==> config.mk <==
export PLATFORM = sky130hd
export DESIGN_NAME = wb_commit_trace
export DESIGN_NICKNAME = d
export VERILOG_FILES = /design/src/rtl/wb_commit_trace.sv
export SDC_FILE = /design/constraint.sdc
export NUM_CORES = 1
export LEC_CHECK = 0
export BUFFER_PORTS_ARGS = -buffer_cell sky130_fd_sc_hd__buf_2
export CORE_MARGIN = 5
export CORE_UTILIZATION = 30
export CTS_CLUSTER_DIAMETER = 40
export DETAILED_ROUTE_END_ITERATION = 7
export HOLD_SLACK_MARGIN = 0.03
export PLACE_DENSITY_LB_ADDON = 0.2
export SETUP_SLACK_MARGIN = 0.5
export SYNTH_ARGS = -nofsm -noshare
export SYNTH_HDL_FRONTEND = slang
export SYNTH_SLANG_ARGS = --single-unit
==> constraint.sdc <==
create_clock -name Clock -period 9.1 [get_ports Clock]
set_input_delay 0.91 -clock Clock [delete_from_list [all_inputs] [get_ports Clock]]
set_output_delay 0.91 -clock Clock [all_outputs]
set_load 0.1 [all_outputs]
==> src/rtl/wb_commit_trace.sv <==
// Write-back commit trace: captures qualifying register-file writes into a
// show-ahead FIFO drained by a debug consumer, with commit and drop counters.
module wb_commit_trace #(
  parameter int DEPTH   = 16,
  parameter int ADDR_W  = 4,
  parameter bit SKIP_R0 = 1'b1
) (
  input  logic              Clock,
  input  logic              Reset,
  input  logic              RegWrite_In,
  input  logic [4:0]        RegDest_In,
  input  logic [31:0]       WriteData_In,
  input  logic [31:0]       PC_In,
  input  logic              Pop_In,
  input  logic              Clear_In,
  output logic              Valid_Out,
  output logic [31:0]       Entry_PC_Out,
  output logic [4:0]        Entry_Dest_Out,
  output logic [31:0]       Entry_Data_Out,
  output logic [ADDR_W:0]   Count_Out,
  output logic              Overflow_Out,
  output logic [15:0]       DropCount_Out,
  output logic [31:0]       CommitCount_Out
);

  localparam logic [ADDR_W:0] FULL_COUNT = (ADDR_W + 1)'(DEPTH);

  typedef struct packed {
    logic [31:0] pc;
    logic [4:0]  dest;
    logic [31:0] data;
  } entry_t;

  entry_t            mem [DEPTH];
  entry_t            head;
  entry_t            new_entry;
  logic [ADDR_W-1:0] rd_ptr;
  logic [ADDR_W-1:0] wr_ptr;
  logic [ADDR_W:0]   count;
  logic              commit;
  logic              not_empty;
  logic              full;
  logic              do_pop;
  logic              do_push;
  logic              do_drop;

  always_comb begin
    commit    = RegWrite_In && !(SKIP_R0 && (RegDest_In == 5'd0));
    not_empty = (count != '0);
    full      = (count == FULL_COUNT);
    do_pop    = Pop_In && not_empty;
    // A pop in the same cycle frees the slot, so a full FIFO still accepts.
    do_push   = commit && (!full || do_pop);
    do_drop   = commit && full && !do_pop;
    new_entry = '{pc: PC_In, dest: RegDest_In, data: WriteData_In};
  end

  always_ff @(posedge Clock) begin
    if (!Reset && !Clear_In && do_push) begin
      mem[wr_ptr] <= new_entry;
    end
  end

  always_ff @(posedge Clock) begin
    if (Reset) begin
      rd_ptr          <= '0;
      wr_ptr          <= '0;
      count           <= '0;
      Overflow_Out    <= 1'b0;
      DropCount_Out   <= '0;
      CommitCount_Out <= '0;
    end else begin
      // The commit counter survives Clear; only Reset zeroes it.
      if (commit) begin
        CommitCount_Out <= CommitCount_Out + 32'd1;
      end
      if (Clear_In) begin
        rd_ptr        <= '0;
        wr_ptr        <= '0;
        count         <= '0;
        Overflow_Out  <= 1'b0;
        DropCount_Out <= '0;
      end else begin
        if (do_push) begin
          wr_ptr <= wr_ptr + 1'b1;
        end
        if (do_pop) begin
          rd_ptr <= rd_ptr + 1'b1;
        end
        if (do_push && !do_pop) begin
          count <= count + 1'b1;
        end else if (do_pop && !do_push) begin
          count <= count - 1'b1;
        end
        if (do_drop) begin
          Overflow_Out <= 1'b1;
          if (DropCount_Out != 16'hFFFF) begin
            DropCount_Out <= DropCount_Out + 16'd1;
          end
        end
      end
    end
  end

  always_comb begin
    head           = mem[rd_ptr];
    Valid_Out      = not_empty;
    Count_Out      = count;
    Entry_PC_Out   = not_empty ? head.pc   : '0;
    Entry_Dest_Out = not_empty ? head.dest : '0;
    Entry_Data_Out = not_empty ? head.data : '0;
  end

endmodule
After elaboration in Yosys (flattened, before gate mapping) --
Memories as Yosys holds them, arrays and structs flattened. A register that Yosys moved wholly into a read port is not among the register bits. Index checks and enable logic that the tools add are counted.
Word-level totals: bits in registers 62, RAM bits 1104, input bits 74, output and inout bits 124, memories 1
Operators by class: $add $sub $neg 6, equality and inequality tests 2, mux-type cells 9, reduce and logical (&&, ||, !) cells 21
Memories:
- mem | depth 16, width 69, rd ports 1, clocked after Yosys merged registers in 1, wr ports 1, line 34 | entry_t mem [DEPTH];
Operator list (count):
- 32-bit two-way mux | 2
- 32-bit by 1-bit adder with 32-bit output (second input constant) | 1
- 16-bit by 1-bit adder with 16-bit output (second input constant) | 1
- 16-bit != test (second input constant) | 1
- 5-bit two-way mux | 3
- 1-bit logical AND | 9
- 4-bit by 1-bit adder with 4-bit output (second input constant) | 2
- 4-bit two-way mux | 2
- 1-bit zero test | 6
- 5-bit by 1-bit adder with 5-bit output (second input constant) | 1
- 5-bit == test (second input constant) | 1
- 5-bit zero test | 1
- 5-bit nonzero test | 1
- 5-bit by 1-bit subtractor with 5-bit output (second input constant) | 1
- 1-bit two-way mux | 2
- 2-bit AND reduction | 1
- 2-bit nonzero test | 1
- 2-bit OR reduction | 1
- 1-bit logical OR | 1

Depth between registers and ports, before layout --
depth after elaboration 8, mapped depth 12, mapped depth without buffers 11

Least setup slack after synthesis --
Ideal clock, no wire load.
kind reg2reg, from register count[0], in the netlist Count_Out[0], to memory mem[0][0] (netlist bit) (enable), library setup time 0.581 ns, data arrival time 6.570 ns, path slack 1.949 ns, cell stages (with the launch flop) 6, buffers on the path 0, cells stage by stage dfxtp_1 nor4_4 and3b_1 nor3_1 nand2_1 nor3_1
On the way: cells in the longest elaborated chain, start to end 7
RTL lines:
- start: declaration | line 39 | logic [ADDR_W:0] count;
- start signal: assignment | line 91 | count <= count + 1'b1;
- start signal: assignment | line 93 | count <= count - 1'b1;
- 5-bit == test or 5-bit nonzero test (tied branches) | line 50, 49
- 1-bit zero test or 1-bit logical AND (tied branches) | line 53, 51
- 1-bit logical OR * | line 53 | do_push = commit && (!full || do_pop);
- 1-bit logical AND * | line 53
- 1-bit logical AND * | line 59 | if (!Reset && !Clear_In && do_push) begin
- 1-bit two-way mux * | line 59
- 1-bit two-way mux (not written as such) * | line 60 | mem[wr_ptr] <= new_entry;
- end: declaration | line 34
Every way passes the cells marked *; elsewhere a longest branch is shown, timed or not.

==> impl_metrics.tcl <==
set metrics [dict create \
    status "completed" \
    power.static_leakage_nw 16.8 \
    initial_core_util_pct 30.3 \
    path_buf_inv 2 \
    grtUsageTotal_pct 13.9 \
    viasPerCell 4.88 \
    syn-cell-area_um2 44800 \
    cap_violations 0 \
    postSynthCellCount 2077 \
    gp_congestion 0.725 \
    min_period_over_period_pct 56.0 \
    yosys.area.top_type_share_pct 73.9 \
    synthTopCellsByCount "edfxtp_1 (1,104), mux4_2 (276), mux2i_1 (139), nor2_1 (70), o22ai_1 (69)" \
    final_area_um2 54300 \
    ys_types 45 \
    cts_buffer_depth 3 \
    synth_edf_count 1104 \
    die_w_um 397 \
    cp-start-kind "flip-flop" \
    finalHoldViolCount 0 \
    critical_path_arrival_ns 4.19 \
    synth_top_family_by_area "multiplexers" \
    synthSimpleGateAreaFrac_pct 2.34 \
    finalSetupTns_ns 0 \
    synth_xor_xnor_area_share_pct 0.801 \
    syn_nets 2164 \
    nets 2464 \
    drtIter0Drc 1271 \
    synthMuxAreaShare_pct 17.0 \
    grt_max_degree 143 \
    endpoint "Entry_Data_Out[5]" \
    synth-compound-area-share_pct 1.50 \
    synthAdderAreaFrac_pct 0.379 \
    antenna_found_initial 19 \
    crit_fanout 45 \
    clk_pin_slew_worst_paths_ns 0.05 \
    wire_per_inst_um 24.7 \
    hold_buffers 0 \
    worst_pin_slew_ns 1.20 \
    cp_top_family "buffers and inverters" \
    p_per_area_nw_per_um2 264 \
    clk_latency_ns 0.76 \
    dp_hpwl_mm 60.0 \
    max_slew_margin_pct 20.0 \
    worst_ep_required_time_ns 8.19 \
    drtAntennaViolNets 0 \
    fill_cells 13550 \
    worstPathCellList "buf_4, mux4_2, mux2i_1, o22ai_1, buf_2" \
    hold_slack_ns 0.435 \
    drive_gt1_share_pct 32.3 \
    drt_wl_total_mm 110 \
    yosysSeqAreaShare_pct 76.9 \
    h-tree-depth 4 \
    cp_slowest_cell "dfxtp_4" \
    worstSetupEndpointType "primary output" \
    post-route-min-period_ns 5.10 \
    synthTopCellsByArea "edfxtp_1 (74%), mux4_2 (14%), mux2i_1 (3.1%), dfxtp_1 (2.9%), o22ai_1 (0.96%)" \
    synth_flop_cell "edfxtp_1" \
    post_cts_buffers 0 \
    numPortBuffers 197 \
    syn_avg_cell_area_um2 21.6 \
    hp-class "in2reg" \
    slew_viol_final 0 \
    syn2layout_area_growth_pct 21.1 \
    place_area_um2 48300 \
    ios 198 \
    cp_num_cells 5 \
    r2r_slack_ns 5.54 \
    cts_resized 0 \
    yosys_warnings 0 \
    firstDrtPassIters 4 \
    die_y_um 397 \
    crit_type "reg2out" \
    reg2reg_to "mem[14][67]" \
    cts.sinks 1170 \
    drc_errors 0 \
    grt_pass1_vias 23819 \
    vias 21708 \
    rsz0062_at_grt "no" \
    irDropWorstVdd_uv 159 \
    yosysTopAreaCell "edfxtp_1" \
    grt_pass1_wl_mm 162 \
    core_area_um2 148000 \
    r2r_start "Count_Out[0]" \
    gr-total-overflow 0 \
    cpPeakStageDelay_ns 0.97 \
    cts_buffers 174 \
    rows 141 \
    setup-violations-final 0 \
    maxClockFrequency_mhz 196 \
    reg2regPathDepth 7 \
    cts_tree "done" \
    finClkSkew_ns 0.0411 \
    synth_seq_cells 1170 \
    ys_async_sr_fraction_pct 0 \
    clockRootBuffer "clkbuf_16" \
    die_area_um2 157000 \
    yosysMostFrequentCell "edfxtp_1" \
]
==> stage by stage <==
step                      setup slack [ns]  cells  utilization, %  total power, W
after floorplan                       1.95   2077               -         0.00725
after global placement                4.36   4131            32.6         0.00766
after detailed placement              4.39   4131            32.6         0.00767
after CTS                             3.80   4447            36.6          0.0145
after global routing                  3.63   4447            36.6          0.0148
final                                 4.00   4448            36.6          0.0143
==> worst min path at each step <==
stage | from | to | slack (ns) | depth (start not counted)
6_report | Clear_In | DropCount_Out[15] | 0.44 | 3
5_1_grt | Clear_In | DropCount_Out[15] | 0.40 | 3
4_1_cts | Clear_In | DropCount_Out[15] | 0.37 | 3
3_5_place_dp | Overflow_Out | Overflow_Out | 0.48 | 2
3_3_place_gp | Overflow_Out | Overflow_Out | 0.45 | 2
2_1_floorplan | rd_ptr[3] | flip-flop | 0.46 | 2
==> power breakdown <==
part           total [W]  switching (W)  internal (W)  leakage (nW)
combinational    0.00158        0.00125      0.000333          3.41
clock            0.00680        0.00250       0.00430          2.89
sequential       0.00594      0.0000272       0.00591          10.5
total             0.0143        0.00377        0.0105          16.8
==> cells by family after synthesis <==
group / after synthesis
AOI/OAI and AO/OA: 109
xor gates and xnor gates: 41
adders and majority gates: 13
buffers and inverters: 126
DFF: 1170
muxes: 415
and+or+nand+nor: 203
==> final cells by class <==
cell class | count | area (um^2) | area share (%)
Clock inverter | 125 | 1550 | 2.85
Timing Repair Buffer | 238 | 1330 | 2.45
Antenna cell | 1 | 2.50 | 0.00461
Multi-Input combinational cell | 781 | 9990 | 18.4
Sequential cell | 1170 | 34500 | 63.5
Clock buffer | 191 | 4480 | 8.25
Tap cell | 1930 | 2410 | 4.45
Inverter | 12 | 45.0 | 0.0830
==> state kept, by name (all words and copies together) (netlist names), named ones only <==
| signal | flops |
|---|---|
| mem | 1104 |
| CommitCount_Out | 32 |
| DropCount_Out | 16 |
| Count_Out | 5 |
| rd_ptr | 4 |
| wr_ptr | 4 |
| Overflow_Out | 1 |
==> layer usage <==
metal / track usage, % / share of wire, %
met5: 0 / 0.0091
met1: 17.4 / 42
met3: 2.94 / 3.9
met2: 24.4 / 52
met4: 4.05 / 2.3
==> cells in the final DEF (no fill, tap or decap), types with 9 or more instances in the layout <==
master	n
a21oi_1	16
buf_2	197
buf_4	38
bufinv_16	25
clkbuf_1	14
clkbuf_16	177
clkinv_1	28
clkinv_2	17
clkinv_4	14
clkinvlp_4	15
dfxtp_1	63
edfxtp_1	1104
ha_1	12
inv_1	12
inv_6	13
mux2i_1	139
mux4_2	276
nand2_1	26
nand3_1	25
nand4_1	9
nor2_1	58
nor2_4	12
nor4_1	18
o22ai_1	69
or3_1	9
xnor2_1	30
xor2_1	11
==> worst reg2reg max path, cell delays in order, from the launching register on <==
cell and delay (ns):
dfxtp_1 0.44, nor4_4 0.10, and3b_1 0.24, nor3_1 0.42, nand2_1 0.33, nor2_4 0.50, buf_4 0.49, buf_4 0.61
No activity file was read; power rests on OpenSTA's default activity.
